File: src/rtl/ecc_pkg.sv
// Shared GF(2^7) / binary-curve definitions for the scalar multiplier and its point operators.
// Field polynomial x^7 + x + 1; curve y^2 + xy = x^3 + a*x^2 + b.
package ecc_pkg;

  localparam int unsigned COORD_W = 7;
  localparam int unsigned POINT_W = 14;
  localparam int unsigned PROD_W  = 2 * COORD_W - 1;

  localparam logic [POINT_W-1:0] POINT_INF  = 14'h0000;
  localparam logic [COORD_W-1:0] CURVE_A    = 7'd1;
  localparam logic [COORD_W-1:0] CURVE_B    = 7'd1;
  localparam logic [PROD_W-1:0]  FIELD_POLY = 13'h0083;

  typedef enum logic [2:0] {
    StIdle,
    StDblGo,
    StDblWait,
    StAddChk,
    StAddGo,
    StAddWait,
    StNext,
    StDone
  } state_e;

  // Points are packed as {y, x}.
  function automatic logic [COORD_W-1:0] get_x(input logic [POINT_W-1:0] pt);
    return pt[COORD_W-1:0];
  endfunction

  function automatic logic [COORD_W-1:0] get_y(input logic [POINT_W-1:0] pt);
    return pt[POINT_W-1:COORD_W];
  endfunction

endpackage

File: src/rtl/ec_scalar_mult_if.sv
// Request/response bundle of the scalar multiplier.
interface ec_scalar_mult_if
  import ecc_pkg::*;
#(
  parameter int unsigned K_WIDTH = 8
);

  logic               start;
  logic [K_WIDTH-1:0] scalar;
  logic [POINT_W-1:0] point;
  logic               busy;
  logic               done;
  logic [POINT_W-1:0] result;

  modport master (output start, scalar, point, input busy, done, result);
  modport slave  (input start, scalar, point, output busy, done, result);

endinterface

File: src/rtl/Inverse.sv
// GF(2^7) inverse as a^(2^7 - 2); maps 0 to 0.
module Inverse
  import ecc_pkg::*;
(
  input  logic [COORD_W-1:0] a,
  output logic [COORD_W-1:0] inv
);

  // r<n> holds a^(2^n - 1); one square-and-multiply per step.
  logic [COORD_W-1:0] s1, s2, s3, s4, s5;
  logic [COORD_W-1:0] r2, r3, r4, r5, r6;

  Squarer     u_sq1  (.a(a),  .sq(s1));
  Mastrovito7 u_mul1 (.a(s1), .b(a), .p(r2));
  Squarer     u_sq2  (.a(r2), .sq(s2));
  Mastrovito7 u_mul2 (.a(s2), .b(a), .p(r3));
  Squarer     u_sq3  (.a(r3), .sq(s3));
  Mastrovito7 u_mul3 (.a(s3), .b(a), .p(r4));
  Squarer     u_sq4  (.a(r4), .sq(s4));
  Mastrovito7 u_mul4 (.a(s4), .b(a), .p(r5));
  Squarer     u_sq5  (.a(r5), .sq(s5));
  Mastrovito7 u_mul5 (.a(s5), .b(a), .p(r6));
  Squarer     u_sq6  (.a(r6), .sq(inv));

endmodule

File: src/rtl/Mastrovito7.sv
// GF(2^7) multiplier: carry-less product followed by reduction modulo x^7 + x + 1.
module Mastrovito7
  import ecc_pkg::*;
(
  input  logic [COORD_W-1:0] a,
  input  logic [COORD_W-1:0] b,
  output logic [COORD_W-1:0] p
);

  logic [PROD_W-1:0] prod;

  always_comb begin
    prod = '0;
    for (int i = 0; i < COORD_W; i++) begin
      if (b[i]) prod = prod ^ (PROD_W'(a) << i);
    end
    for (int i = PROD_W - 1; i >= COORD_W; i--) begin
      if (prod[i]) prod = prod ^ (FIELD_POLY << (i - COORD_W));
    end
    p = prod[COORD_W-1:0];
  end

endmodule

File: src/rtl/PointDouble.sv
// Point doubling on the binary curve; operand latched on load, sum settles before OP_CYCLES.
module PointDouble
  import ecc_pkg::*;
(
  input  logic               clk,
  input  logic               load,
  input  logic [POINT_W-1:0] p,
  output logic [POINT_W-1:0] sum
);

  logic [POINT_W-1:0] op_q;
  logic [COORD_W-1:0] x, y, x_inv, y_over_x, lam, lam_sq, x_sq, x3, t, y3;

  always_ff @(posedge clk) begin
    if (load) op_q <= p;
  end

  assign x = get_x(op_q);
  assign y = get_y(op_q);

  Inverse     u_inv  (.a(x), .inv(x_inv));
  Mastrovito7 u_mul0 (.a(y), .b(x_inv), .p(y_over_x));
  assign lam = x ^ y_over_x;
  Squarer     u_sq0  (.a(lam), .sq(lam_sq));
  assign x3 = lam_sq ^ lam ^ CURVE_A;
  Squarer     u_sq1  (.a(x), .sq(x_sq));
  Mastrovito7 u_mul1 (.a(lam ^ 7'd1), .b(x3), .p(t));
  assign y3 = x_sq ^ t;

  // Points with x = 0 (infinity and the order-2 point) double to infinity.
  assign sum = (x == '0) ? POINT_INF : {y3, x3};

endmodule

File: src/rtl/Squarer.sv
// GF(2^7) squarer: squaring is linear, so spread the bits and reduce.
module Squarer
  import ecc_pkg::*;
(
  input  logic [COORD_W-1:0] a,
  output logic [COORD_W-1:0] sq
);

  logic [PROD_W-1:0] wide;

  always_comb begin
    wide = '0;
    for (int i = 0; i < COORD_W; i++) begin
      wide[2*i] = a[i];
    end
    for (int i = PROD_W - 1; i >= COORD_W; i--) begin
      if (wide[i]) wide = wide ^ (FIELD_POLY << (i - COORD_W));
    end
    sq = wide[COORD_W-1:0];
  end

endmodule

File: src/rtl/ec_point_add.sv
// Chord addition for x1 != x2, same load/latency contract as PointDouble.
module ec_point_add
  import ecc_pkg::*;
(
  input  logic               clk,
  input  logic               load,
  input  logic [POINT_W-1:0] p1,
  input  logic [POINT_W-1:0] p2,
  output logic [POINT_W-1:0] sum
);

  logic [POINT_W-1:0] p1_q, p2_q;
  logic [COORD_W-1:0] x1, y1, dx, dy, dx_inv, lam, lam_sq, x3, t, y3;

  always_ff @(posedge clk) begin
    if (load) begin
      p1_q <= p1;
      p2_q <= p2;
    end
  end

  assign x1 = get_x(p1_q);
  assign y1 = get_y(p1_q);
  assign dx = x1 ^ get_x(p2_q);
  assign dy = y1 ^ get_y(p2_q);

  Inverse     u_inv  (.a(dx), .inv(dx_inv));
  Mastrovito7 u_mul0 (.a(dy), .b(dx_inv), .p(lam));
  Squarer     u_sq   (.a(lam), .sq(lam_sq));
  assign x3 = lam_sq ^ lam ^ dx ^ CURVE_A;
  Mastrovito7 u_mul1 (.a(lam), .b(x1 ^ x3), .p(t));
  assign y3 = t ^ x3 ^ y1;

  assign sum = {y3, x3};

endmodule

File: src/rtl/ec_scalar_mult.sv
// Left-to-right double-and-add sequencer computing k*P with PointDouble and ec_point_add.
module ec_scalar_mult
  import ecc_pkg::*;
#(
  parameter int unsigned K_WIDTH   = 8,
  parameter int unsigned OP_CYCLES = 8
) (
  input logic              clk,
  input logic              reset,
  ec_scalar_mult_if.slave  bus
);

  localparam int unsigned IDX_W = (K_WIDTH > 1) ? $clog2(K_WIDTH) : 1;
  localparam int unsigned CNT_W = $clog2(OP_CYCLES + 1);
  localparam logic [CNT_W-1:0] CNT_LAST = CNT_W'(OP_CYCLES - 1);

  state_e             state_q, state_d;
  logic [POINT_W-1:0] acc_q, acc_d, p_q, p_d, result_q, result_d;
  logic [K_WIDTH-1:0] k_q, k_d;
  logic [IDX_W-1:0]   idx_q, idx_d;
  logic [CNT_W-1:0]   cnt_q, cnt_d;
  logic               redbl_q, redbl_d;
  logic               dbl_load, add_load;
  logic [POINT_W-1:0] dbl_sum, add_sum;

  PointDouble u_dbl (
    .clk (clk),
    .load(dbl_load),
    .p   (acc_q),
    .sum (dbl_sum)
  );

  ec_point_add u_add (
    .clk (clk),
    .load(add_load),
    .p1  (acc_q),
    .p2  (p_q),
    .sum (add_sum)
  );

  always_ff @(posedge clk) begin
    if (reset) begin
      state_q  <= StIdle;
      acc_q    <= POINT_INF;
      p_q      <= POINT_INF;
      k_q      <= '0;
      idx_q    <= '0;
      cnt_q    <= '0;
      redbl_q  <= 1'b0;
      result_q <= POINT_INF;
    end else begin
      state_q  <= state_d;
      acc_q    <= acc_d;
      p_q      <= p_d;
      k_q      <= k_d;
      idx_q    <= idx_d;
      cnt_q    <= cnt_d;
      redbl_q  <= redbl_d;
      result_q <= result_d;
    end
  end

  always_comb begin
    state_d  = state_q;
    acc_d    = acc_q;
    p_d      = p_q;
    k_d      = k_q;
    idx_d    = idx_q;
    cnt_d    = cnt_q;
    redbl_d  = redbl_q;
    result_d = result_q;
    dbl_load = 1'b0;
    add_load = 1'b0;

    case (state_q)
      StIdle: begin
        if (bus.start) begin
          k_d     = bus.scalar;
          p_d     = bus.point;
          acc_d   = POINT_INF;
          idx_d   = IDX_W'(K_WIDTH - 1);
          redbl_d = 1'b0;
          state_d = StDblGo;
        end
      end
      StDblGo: begin
        dbl_load = 1'b1;
        cnt_d    = '0;
        state_d  = StDblWait;
      end
      StDblWait: begin
        if (cnt_q == CNT_LAST) begin
          acc_d = dbl_sum;
          // A re-double stands in for acc + P, so the bit's add is already done.
          if (redbl_q) begin
            redbl_d = 1'b0;
            state_d = StNext;
          end else if (k_q[idx_q]) begin
            state_d = StAddChk;
          end else begin
            state_d = StNext;
          end
        end else begin
          cnt_d = cnt_q + 1'b1;
        end
      end
      StAddChk: begin
        state_d = StNext;
        if (p_q != POINT_INF) begin
          if (acc_q == POINT_INF) begin
            acc_d = p_q;
          end else if (get_x(acc_q) == get_x(p_q)) begin
            if (get_y(acc_q) == get_y(p_q)) begin
              redbl_d = 1'b1;
              state_d = StDblGo;
            end else begin
              acc_d = POINT_INF;
            end
          end else begin
            state_d = StAddGo;
          end
        end
      end
      StAddGo: begin
        add_load = 1'b1;
        cnt_d    = '0;
        state_d  = StAddWait;
      end
      StAddWait: begin
        if (cnt_q == CNT_LAST) begin
          acc_d   = add_sum;
          state_d = StNext;
        end else begin
          cnt_d = cnt_q + 1'b1;
        end
      end
      StNext: begin
        if (idx_q == '0) begin
          result_d = acc_q;
          state_d  = StDone;
        end else begin
          idx_d   = idx_q - 1'b1;
          state_d = StDblGo;
        end
      end
      StDone:  state_d = StIdle;
      default: state_d = StIdle;
    endcase
  end

  assign bus.busy   = (state_q != StIdle);
  assign bus.done   = (state_q == StDone);
  assign bus.result = result_q;

endmodule
File: src/flat_wrapper.sv
// flat-port wrapper written by rule: the top's interface ports become plain ports
module ec_scalar_mult_flat import ecc_pkg::*;
#(
  parameter int unsigned K_WIDTH   = 8,
  parameter int unsigned OP_CYCLES = 8
)
  (clk, reset, bus_start, bus_scalar, bus_point, bus_busy, bus_done, bus_result);
  ec_scalar_mult_if #(.K_WIDTH(K_WIDTH)) bus_i ();
  input logic clk;
  input logic reset;
  input wire logic [$bits(bus_i.start)-1:0] bus_start;
  input wire logic [$bits(bus_i.scalar)-1:0] bus_scalar;
  input wire logic [$bits(bus_i.point)-1:0] bus_point;
  output wire logic [$bits(bus_i.busy)-1:0] bus_busy;
  output wire logic [$bits(bus_i.done)-1:0] bus_done;
  output wire logic [$bits(bus_i.result)-1:0] bus_result;
  assign bus_i.start = bus_start;
  assign bus_i.scalar = bus_scalar;
  assign bus_i.point = bus_point;
  assign bus_busy = bus_i.busy;
  assign bus_done = bus_i.done;
  assign bus_result = bus_i.result;
  ec_scalar_mult #(.K_WIDTH(K_WIDTH), .OP_CYCLES(OP_CYCLES)) u_core (.clk(clk), .reset(reset), .bus(bus_i));
endmodule
File: config.mk
export PLATFORM = sky130hd
export DESIGN_NAME = ec_scalar_mult_flat
export DESIGN_NICKNAME = d
export VERILOG_FILES = /design/src/rtl/ecc_pkg.sv /design/src/rtl/ec_scalar_mult_if.sv /design/src/rtl/Inverse.sv /design/src/rtl/Mastrovito7.sv /design/src/rtl/PointDouble.sv /design/src/rtl/Squarer.sv /design/src/rtl/ec_point_add.sv /design/src/rtl/ec_scalar_mult.sv /design/src/flat_wrapper.sv
export SDC_FILE = /design/constraint.sdc
export NUM_CORES = 1
export LEC_CHECK = 0
export ABC_AREA = 0
export CAP_MARGIN = 10
export CELL_PAD_IN_SITES_DETAIL_PLACEMENT = 0
export CELL_PAD_IN_SITES_GLOBAL_PLACEMENT = 1
export CORE_MARGIN = 1
export CORE_UTILIZATION = 40
export DETAILED_ROUTE_END_ITERATION = 7
export PLACE_DENSITY = 0.72
export SLEW_MARGIN = 20
export SYNTH_ARGS = -nofsm -noshare
export SYNTH_HDL_FRONTEND = slang
export SYNTH_HIERARCHICAL = 1
export SYNTH_SLANG_ARGS = --single-unit
File: constraint.sdc
create_clock -name clk -period 26.8 [get_ports clk]
set_input_delay 5.36 -clock clk [delete_from_list [all_inputs] [get_ports clk]]
set_output_delay 5.36 -clock clk [all_outputs]
set_load 0.01 [all_outputs]
Word-level counts from Yosys, hierarchy flattened
Index checks and enable logic that the tools add are counted.
{"block": "op_classes", "bitwise_logic": 265, "n_reduce_logical": 19, "eq_ne": 21, "mux": 302, "addsub": 2, "order_cmp": 1}
{"operator": "$mux 13", "n": 84}
{"operator": "$not 2->2", "n": 168}
{"operator": "$mux 7", "n": 42}
{"operator": "$xor 13x10->13", "n": 14}
{"operator": "$xor 13x11->13", "n": 14}
{"operator": "$xor 13x12->13", "n": 14}
{"operator": "$xor 13x13->13", "n": 14}
{"operator": "$xor 13x9->13", "n": 14}
{"operator": "$mux 6", "n": 28}
{"operator": "$mux 5", "n": 28}
{"operator": "$mux 3", "n": 40}
{"operator": "$mux 4", "n": 29}
{"operator": "$mux 14", "n": 8}
{"operator": "$xor 7x8->8", "n": 14}
{"operator": "$xor 7x7->7", "n": 10}
{"operator": "$mux 2", "n": 28}
{"operator": "$pmux 14 s4", "n": 1}
{"operator": "$pmux 3 s8", "n": 1}
{"operator": "$eq 7x7->1", "n": 2}
{"operator": "$logic_not 14->1", "n": 1}
{"operator": "$reduce_and 7->1", "n": 2}
{"operator": "$reduce_bool 14->1", "n": 1}
{"operator": "$eq 3x3->1 const B", "n": 4}
{"operator": "$ne 2x1->1 const B", "n": 5}
{"operator": "23 further kinds", "n": 44}
{"block": "totals", "out_inout_bits": 16, "wordCells": 621, "regBits": 103, "input_bits": 25}

Longest topological paths before layout
{"block": "logic_depth", "ltp_word": 262, "mapped_depth": 51, "depth_no_buf": 50}

Modules after synthesis
Netlist, hierarchy kept.
{"mod": "Mastrovito7", "n_inst": 14, "cells_each": 100, "area_per_inst_um2": 655.6}
{"mod": "ec_scalar_mult", "n_inst": 1, "cells_each": 365, "area_per_inst_um2": 3014.1}
{"mod": "ec_point_add", "n_inst": 1, "cells_each": 77, "area_per_inst_um2": 1418.9}
{"mod": "PointDouble", "n_inst": 1, "cells_each": 61, "area_per_inst_um2": 857.1}
{"mod": "Squarer", "n_inst": 15, "cells_each": 7, "area_per_inst_um2": 56.3}

Worst setup path after synthesis
No wires, ideal clock.
{"block": "synth_path", "path_type": "register to register", "start": "register u_core.u_add.p2_q[6]", "end": "register u_core.acc_q[8]", "synth_period_minus_slack_ns": 11.569, "arrival_ns": 11.428, "setup_time_ns": 0.141, "path_stages_with_launch": 51, "t_required_ns": 26.659, "setup_slack_ns": 15.231, "n_path_buf": 0, "cell_sequence": "edfxtp_1 -> xor2_2 -> xor2_1 -> nand2_1 -> xnor2_2 -> xnor2_2 -> xnor2_1 -> xnor2_1 -> xor2_1 -> nand2_1 -> xnor2_2 -> xnor2_2 -> xnor2_1 -> xnor2_1 -> xor2_1 -> nand2_1 -> xnor2_2 -> xnor2_2 -> [15 not listed] -> nand2_1 -> xor2_1 -> xnor2_2 -> xnor2_1 -> xnor2_1 -> xor2_1 -> xnor2_1 -> xnor2_1 -> nand2_1 -> xor2_1 -> xnor2_2 -> xnor2_1 -> xnor2_1 -> xor2_1 -> xnor3_1 -> a22o_1 -> a31oi_1 -> a311oi_2"}
{"item": "start: declaration", "line": "ec_point_add.sv:12", "rtl": "logic [POINT_W-1:0] p1_q, p2_q;"}
{"item": "start signal: assignment", "line": "ec_point_add.sv:18", "rtl": "p2_q <= p2;"}
{"item": "$xor 7x7->7 *", "line": "ec_point_add.sv:24", "rtl": "assign dx = x1 ^ get_x(p2_q);"}
{"item": "net u_core.u_add.dx[6]", "line": "ec_point_add.sv:13", "rtl": "logic [COORD_W-1:0] x1, y1, dx, dy, dx_inv, lam, lam_sq, x3, t, y3;"}
{"item": "$mux 7 *", "line": "Squarer.sv:17", "rtl": "if (wide[i]) wide = wide ^ (FIELD_POLY << (i - COORD_W));"}
{"item": "net u_core.u_add.u_inv.s1[6]", "line": "Inverse.sv:10", "rtl": "logic [COORD_W-1:0] s1, s2, s3, s4, s5;"}
{"item": "$xor 13x10->13 / $xor 13x11->13 (equally long branches)", "line": "Mastrovito7.sv:15", "rtl": "if (b[i]) prod = prod ^ (PROD_W'(a) << i);"}
{"item": "$mux 13", "line": "Mastrovito7.sv:15"}
{"item": "$xor 13x11->13 / $xor 13x12->13 (equally long branches)", "line": "Mastrovito7.sv:15"}
{"item": "$mux 13 *", "line": "Mastrovito7.sv:15"}
{"item": "[5 not listed]"}
{"item": "net u_core.u_add.u_inv.r2[3]", "line": "Inverse.sv:11", "rtl": "logic [COORD_W-1:0] r2, r3, r4, r5, r6;"}
{"item": "[2 not listed]"}
{"item": "net u_core.u_add.u_inv.s2[6]", "line": "Inverse.sv:10"}
{"item": "[9 not listed]"}
{"item": "net u_core.u_add.u_inv.r3[3]", "line": "Inverse.sv:11"}
{"item": "[2 not listed]"}
{"item": "net u_core.u_add.u_inv.s3[6]", "line": "Inverse.sv:10"}
{"item": "[9 not listed]"}
{"item": "net u_core.u_add.u_inv.r4[3]", "line": "Inverse.sv:11"}
{"item": "[2 not listed]"}
{"item": "net u_core.u_add.u_inv.s4[6]", "line": "Inverse.sv:10"}
{"item": "[9 not listed]"}
{"item": "net u_core.u_add.u_inv.r5[3]", "line": "Inverse.sv:11"}
{"item": "[2 not listed]"}
{"item": "net u_core.u_add.u_inv.s5[6]", "line": "Inverse.sv:10"}
{"item": "[9 not listed]"}
{"item": "net u_core.u_add.u_inv.r6[3]", "line": "Inverse.sv:11"}
{"item": "[2 not listed]"}
{"item": "net u_core.u_add.dx_inv[6]", "line": "ec_point_add.sv:13"}
{"item": "[7 not listed]"}
{"item": "net u_core.u_add.lam[3]", "line": "ec_point_add.sv:13"}
{"item": "[2 not listed]"}
{"item": "net u_core.u_add.lam_sq[6]", "line": "ec_point_add.sv:13"}
{"item": "[9 not listed]"}
{"item": "$mux 3", "line": "Mastrovito7.sv:18", "rtl": "if (prod[i]) prod = prod ^ (FIELD_POLY << (i - COORD_W));"}
{"item": "$not 2->2 (no source line)"}
{"item": "$mux 2 *", "line": "Mastrovito7.sv:18"}
{"item": "net u_core.u_add.t[1]", "line": "ec_point_add.sv:13"}
{"item": "$xor 7x7->7 * (2 in series)", "line": "ec_point_add.sv:32", "rtl": "assign y3 = t ^ x3 ^ y1;"}
{"item": "net u_core.add_sum[8]", "line": "ec_scalar_mult.sv:24", "rtl": "logic [POINT_W-1:0] dbl_sum, add_sum;"}
{"item": "$mux 14 *", "line": "ec_scalar_mult.sv:130", "rtl": "if (cnt_q == CNT_LAST) begin"}
{"item": "$pmux 14 s4 *", "line": "ec_scalar_mult.sv:75", "rtl": "case (state_q)"}
{"item": "end signal: assignment", "line": "ec_scalar_mult.sv:44", "rtl": "acc_q <= POINT_INF;"}
{"item": "end signal: assignment", "line": "ec_scalar_mult.sv:53", "rtl": "acc_q <= acc_d;"}
{"item": "end: declaration", "line": "ec_scalar_mult.sv:18", "rtl": "logic [POINT_W-1:0] acc_q, acc_d, p_q, p_d, result_q, result_d;"}
The timed path passes the listed nets; every way through them passes the cells marked *. The select of a mux whose other input is x is not followed.
A chain may end at the register's enable or synchronous reset.

Worst setup path in the final report
{"block": "layout_path", "start": "register u_core.u_add.p2_q[6]", "end": "register u_core.acc_q[8]"}
{"item": "$xor 7x7->7 *", "line": "ec_point_add.sv:24"}
{"item": "net u_core.u_add.dx[6]", "line": "ec_point_add.sv:13"}
{"item": "$mux 7 *", "line": "Squarer.sv:17"}
{"item": "net u_core.u_add.u_inv.s1[6]", "line": "Inverse.sv:10"}
{"item": "$mux 7", "line": "Mastrovito7.sv:15"}
{"item": "$xor 7x8->8", "line": "Mastrovito7.sv:15"}
{"item": "$mux 13", "line": "Mastrovito7.sv:15"}
{"item": "$xor 13x9->13", "line": "Mastrovito7.sv:15"}
{"item": "[11 not listed]"}
{"item": "net u_core.u_add.u_inv.r2[6]", "line": "Inverse.sv:11"}
{"item": "[1 not listed]"}
{"item": "net u_core.u_add.u_inv.s2[6]", "line": "Inverse.sv:10"}
{"item": "[15 not listed]"}
{"item": "net u_core.u_add.u_inv.r3[6]", "line": "Inverse.sv:11"}
{"item": "[1 not listed]"}
{"item": "net u_core.u_add.u_inv.s3[6]", "line": "Inverse.sv:10"}
{"item": "[5 not listed]"}
{"item": "net u_core.u_add.u_inv.r4[5]", "line": "Inverse.sv:11"}
{"item": "[1 not listed]"}
{"item": "net u_core.u_add.u_inv.s4[4]", "line": "Inverse.sv:10"}
{"item": "[18 not listed]"}
{"item": "net u_core.u_add.u_inv.r5[4]", "line": "Inverse.sv:11"}
{"item": "[1 not listed]"}
{"item": "net u_core.u_add.u_inv.s5[2]", "line": "Inverse.sv:10"}
{"item": "[15 not listed]"}
{"item": "net u_core.u_add.dx_inv[3]", "line": "ec_point_add.sv:13"}
{"item": "[14 not listed]"}
{"item": "net u_core.u_add.lam[2]", "line": "ec_point_add.sv:13"}
{"item": "[5 not listed]"}
{"item": "net u_core.u_add.lam_sq[4]", "line": "ec_point_add.sv:13"}
{"item": "[13 not listed]"}
{"item": "$mux 3", "line": "Mastrovito7.sv:18"}
{"item": "$not 2->2 (no source line)"}
{"item": "$mux 2 *", "line": "Mastrovito7.sv:18"}
{"item": "net u_core.u_add.t[1]", "line": "ec_point_add.sv:13"}
{"item": "$xor 7x7->7 * (2 in series)", "line": "ec_point_add.sv:32"}
{"item": "net u_core.add_sum[8]", "line": "ec_scalar_mult.sv:24"}
{"item": "$mux 14 *", "line": "ec_scalar_mult.sv:130"}
{"item": "$pmux 14 s4 *", "line": "ec_scalar_mult.sv:75"}
Marked as above.

==> results.cfg <==
[outcome]
status = complete, no violations

[synth]
post_synth.cell_area_avg_sq_um = 7.63
number_of_unique_standard_cell_types_used_by_synthesis = 55
async_reset_ff_share_pct = 0
mappedNetlistArea_sq_um = 15300
syn_inst = 2008
synth_top_family_by_area = XOR/XNOR gates
synth_enable_flop_cells = 42
synthFlopType = sky130_fd_sc_hd__dfxtp_1
synth_seq_cells = 103
syn-num-nets = 2036
compound_gate_portion_of_the_synthesized_area_pct = 6.85
ys_seq_area_share_pct = 16.2
synth_xor_area_share_pct = 49.5
post_synth_mux_area_share_pct = 0.409
synth-warning-count = 6
synth-simple-area-share_pct = 21.7
synth_adder_area_share_pct = 0.245

[placement]
dpl.cell_count = 2464
io_buffer_count = 40
place_congestion = 0.831
hpwlAfterDp_um = 26300

[critical_path]
reg2reg_depth = 49
critical_path.most_common_cell = sky130_fd_sc_hd__xnor2_1
reg2reg_launch_point = u_core/u_add/p2_q[6]
required_ps = 27000
critPathLaunch = u_core/u_add/p2_q[6]
setup.worst_path.end_class = flip-flop
path_max_fanout = 50
path_class = reg -> reg
slowest_stage_cell_cp = sky130_fd_sc_hd__xnor2_1
setup.worst_path.start_class = flip-flop
cp_data_arrival_time_ps = 15490
cpPeakStageDelay_ps = 760

[timing]
timing.final.crit_share_pct = 57.0
worst_pin_slew_ps = 980
finalClockSkew_ps = 7.45
timing.final.crit_period_ps = 15290
timing_max_transition_violations_final = 0
setup_tns_ps = 0
max_clock_freq_mhz = 65.4
maxSlewHeadroom_pct = 34.2
grt_setup_unrepaired = no
report.final.setup_viol = 0
hold_viol = 0

[floorplan]
die_area_sq_um = 39100
rows = 71
boundaryPins = 41
fp.dieH_um = 198
floorplan.core_area_sq_um = 37700
initial_utilization_pct = 40.7
fp.dieW_um = 198

[global_routing]
grt_max_degree = 60
global_route.overflow_total = 0
groute.layer.met3.usage_pct = 1.64
globalRouteMet2Util_pct = 34.9
grt_pass1_vias = 12200
first_pass_grt_wire_length_um = 63500
grt_util_overall_pct = 19.9
top_usage_layer = met2
use_met1_pct = 26.7
antenna_found_initial = 0

[cells_and_area]
final_layout_size_suffix_gt1_share_pct = 6.30
nNetsFinal = 1992
area_overhead_of_the_layout_relative_to_synthesis_pct = 5.69
finish.cell_count_without_fillers = 2480
antennaDiodeCount = 0

[route]
drcViolationCount = 0
drt.antenna.violating_nets = 0
drt_first_iter_violations = 739
viasPerCell = 4.97
drt-pass1-iter-count = 5
route.vias.total = 12300
routed_wirelength_um = 38500
post_drt_wl_per_cell_um = 15.5

[min_path]
hold_path_depth = 2
min_path_type = reg -> reg
hold_path.startpoint = u_core/k_q[0]

[clock_network]
post_cts.repair.setup_buffers = 0
cell_at_the_root_of_the_clock_tree = sky130_fd_sc_hd__clkbuf_16
tritoncts_num_sinks = 103
cts-buffers-inserted = 9
htreeDepth = 3
clockBufferDepth = 2
clk_pin_slew_worst_paths_ps = 70
cts.repair.resized = 0
clk_latency_ps = 350
ctsHoldBuffers = 0
tritoncts = yes

[flow_run]
drv.max_cap_violation_count = 0
worst paths after layout:
check	to	slack, ps
hold / removal	u_core/k_q[0]	450
hold reg to reg	u_core/k_q[0]	450
setup / recovery	u_core/acc_q[8]	11510
setup reg to reg	u_core/acc_q[8]	11510
synthesized netlist by cell type (2+ instances only):
library cell | instances | area share [%]
sky130_fd_sc_hd__and3_1 | 3 | 0.12
sky130_fd_sc_hd__nor3_1 | 6 | 0.20
sky130_fd_sc_hd__nor2_1 | 17 | 0.42
sky130_fd_sc_hd__xor2_1 | 234 | 13
sky130_fd_sc_hd__nor4_1 | 7 | 0.29
sky130_fd_sc_hd__nand2_1 | 739 | 18
sky130_fd_sc_hd__inv_1 | 12 | 0.29
sky130_fd_sc_hd__dfxtp_1 | 61 | 8.0
sky130_fd_sc_hd__a311oi_2 | 6 | 0.59
sky130_fd_sc_hd__buf_2 | 38 | 1.2
sky130_fd_sc_hd__edfxtp_1 | 42 | 8.2
sky130_fd_sc_hd__clkbuf_1 | 16 | 0.39
sky130_fd_sc_hd__xnor2_1 | 479 | 27
sky130_fd_sc_hd__a31oi_1 | 28 | 1.1
sky130_fd_sc_hd__nand4_1 | 4 | 0.16
sky130_fd_sc_hd__nand3_1 | 3 | 0.098
sky130_fd_sc_hd__ha_1 | 3 | 0.25
sky130_fd_sc_hd__xnor3_1 | 13 | 1.9
sky130_fd_sc_hd__mux2i_1 | 4 | 0.26
sky130_fd_sc_hd__a22o_1 | 14 | 0.80
sky130_fd_sc_hd__xor2_2 | 7 | 0.74
sky130_fd_sc_hd__xnor2_2 | 56 | 5.9
sky130_fd_sc_hd__o31ai_1 | 15 | 0.74
sky130_fd_sc_hd__nor3b_2 | 2 | 0.16
sky130_fd_sc_hd__nand2b_1 | 16 | 0.65
sky130_fd_sc_hd__a21oi_1 | 69 | 2.3
sky130_fd_sc_hd__a21oi_2 | 2 | 0.11
sky130_fd_sc_hd__nand3b_1 | 15 | 0.74
sky130_fd_sc_hd__a311oi_1 | 8 | 0.46
sky130_fd_sc_hd__buf_4 | 61 | 3.0
sky130_fd_sc_hd__buf_6 | 2 | 0.15
sky130_fd_sc_hd__a211oi_1 | 3 | 0.15
per-layer routing:
metal / part of all wire, % / up-vias
met5: 0 / -
met4: 1.2 / 0
met3: 3.7 / 40
met2: 48 / 235
met1: 47 / 5819
li1: - / 6228
logic make-up (layout without fill, tap and decap cells):
family,after synthesis,count (layout)
buf+inv,129,90
fa+ha+maj,3,3
compound gates,154,154
flops,103,103
mux,5,5
xor+xnor,790,790
simple gates,824,824
layout make-up:
cell class / count / area [sq um]
inverters: 12 / 45.0
fillers: 3920 / 21500
clock inverters: 6 / 62.6
multi-input cells: 1776 / 12200
flip-flops and latches: 103 / 2480
clock buffers: 10 / 239
well taps: 511 / 639
repair buffers: 62 / 561
state kept, by name (all words and copies together), names as in the netlist, 3 cells and up:
register / cells
u_core/acc_q: 14
u_core/u_dbl/op_q: 14
u_core/u_add/p1_q: 14
u_core/state_q: 3
u_core/bus.result: 14
u_core/p_q: 14
u_core/k_q: 8
u_core/idx_q: 3
u_core/u_add/p2_q: 14
u_core/cnt_q: 4
worst max-delay path, delay by kind of cell, from the launching register on:
kind | cells | cell delay [ps]
simple gates | 7 | 1130
flops | 1 | 500
compound gates | 7 | 1180
xor+xnor | 34 | 11790
buf+inv | 1 | 480
through the flow:
step	util [%]	instance area (sq um)	hold slack (ps)	setup slack, ps
final	43.0	16200	453	11510
after floorplan	-	15300	432	15230
after detailed placement	42.1	15900	447	11490
after global placement	42.1	15900	443	11460
after CTS	42.9	16200	457	11400
after global routing	43.0	16200	476	10070
cells in the final DEF, fill, tap and decap left out, types with 4 or more instances in the layout:
| master | Yosys | layout |
|---|---|---|
| sky130_fd_sc_hd__a21oi_1 | 69 | 69 |
| sky130_fd_sc_hd__a22o_1 | 14 | 14 |
| sky130_fd_sc_hd__a311oi_1 | 8 | 8 |
| sky130_fd_sc_hd__a311oi_2 | 6 | 6 |
| sky130_fd_sc_hd__a31oi_1 | 28 | 28 |
| sky130_fd_sc_hd__buf_4 | 61 | 22 |
| sky130_fd_sc_hd__clkbuf_16 | 0 | 9 |
| sky130_fd_sc_hd__clkdlybuf4s50_1 | 0 | 39 |
| sky130_fd_sc_hd__dfxtp_1 | 61 | 61 |
| sky130_fd_sc_hd__edfxtp_1 | 42 | 42 |
| sky130_fd_sc_hd__inv_1 | 12 | 12 |
| sky130_fd_sc_hd__mux2i_1 | 4 | 4 |
| sky130_fd_sc_hd__nand2_1 | 739 | 739 |
| sky130_fd_sc_hd__nand2b_1 | 16 | 16 |
| sky130_fd_sc_hd__nand3b_1 | 15 | 15 |
| sky130_fd_sc_hd__nand4_1 | 4 | 4 |
| sky130_fd_sc_hd__nor2_1 | 17 | 16 |
| sky130_fd_sc_hd__nor3_1 | 6 | 5 |
| sky130_fd_sc_hd__nor4_1 | 7 | 7 |
| sky130_fd_sc_hd__o31ai_1 | 15 | 15 |
| sky130_fd_sc_hd__xnor2_1 | 479 | 479 |
| sky130_fd_sc_hd__xnor2_2 | 56 | 56 |
| sky130_fd_sc_hd__xnor3_1 | 13 | 13 |
| sky130_fd_sc_hd__xor2_1 | 234 | 234 |
| sky130_fd_sc_hd__xor2_4 | 0 | 7 |
Power is left out: the tool's default activity adds up to more than one toggle a clock period on the data nets, which glitch-free logic cannot reach.
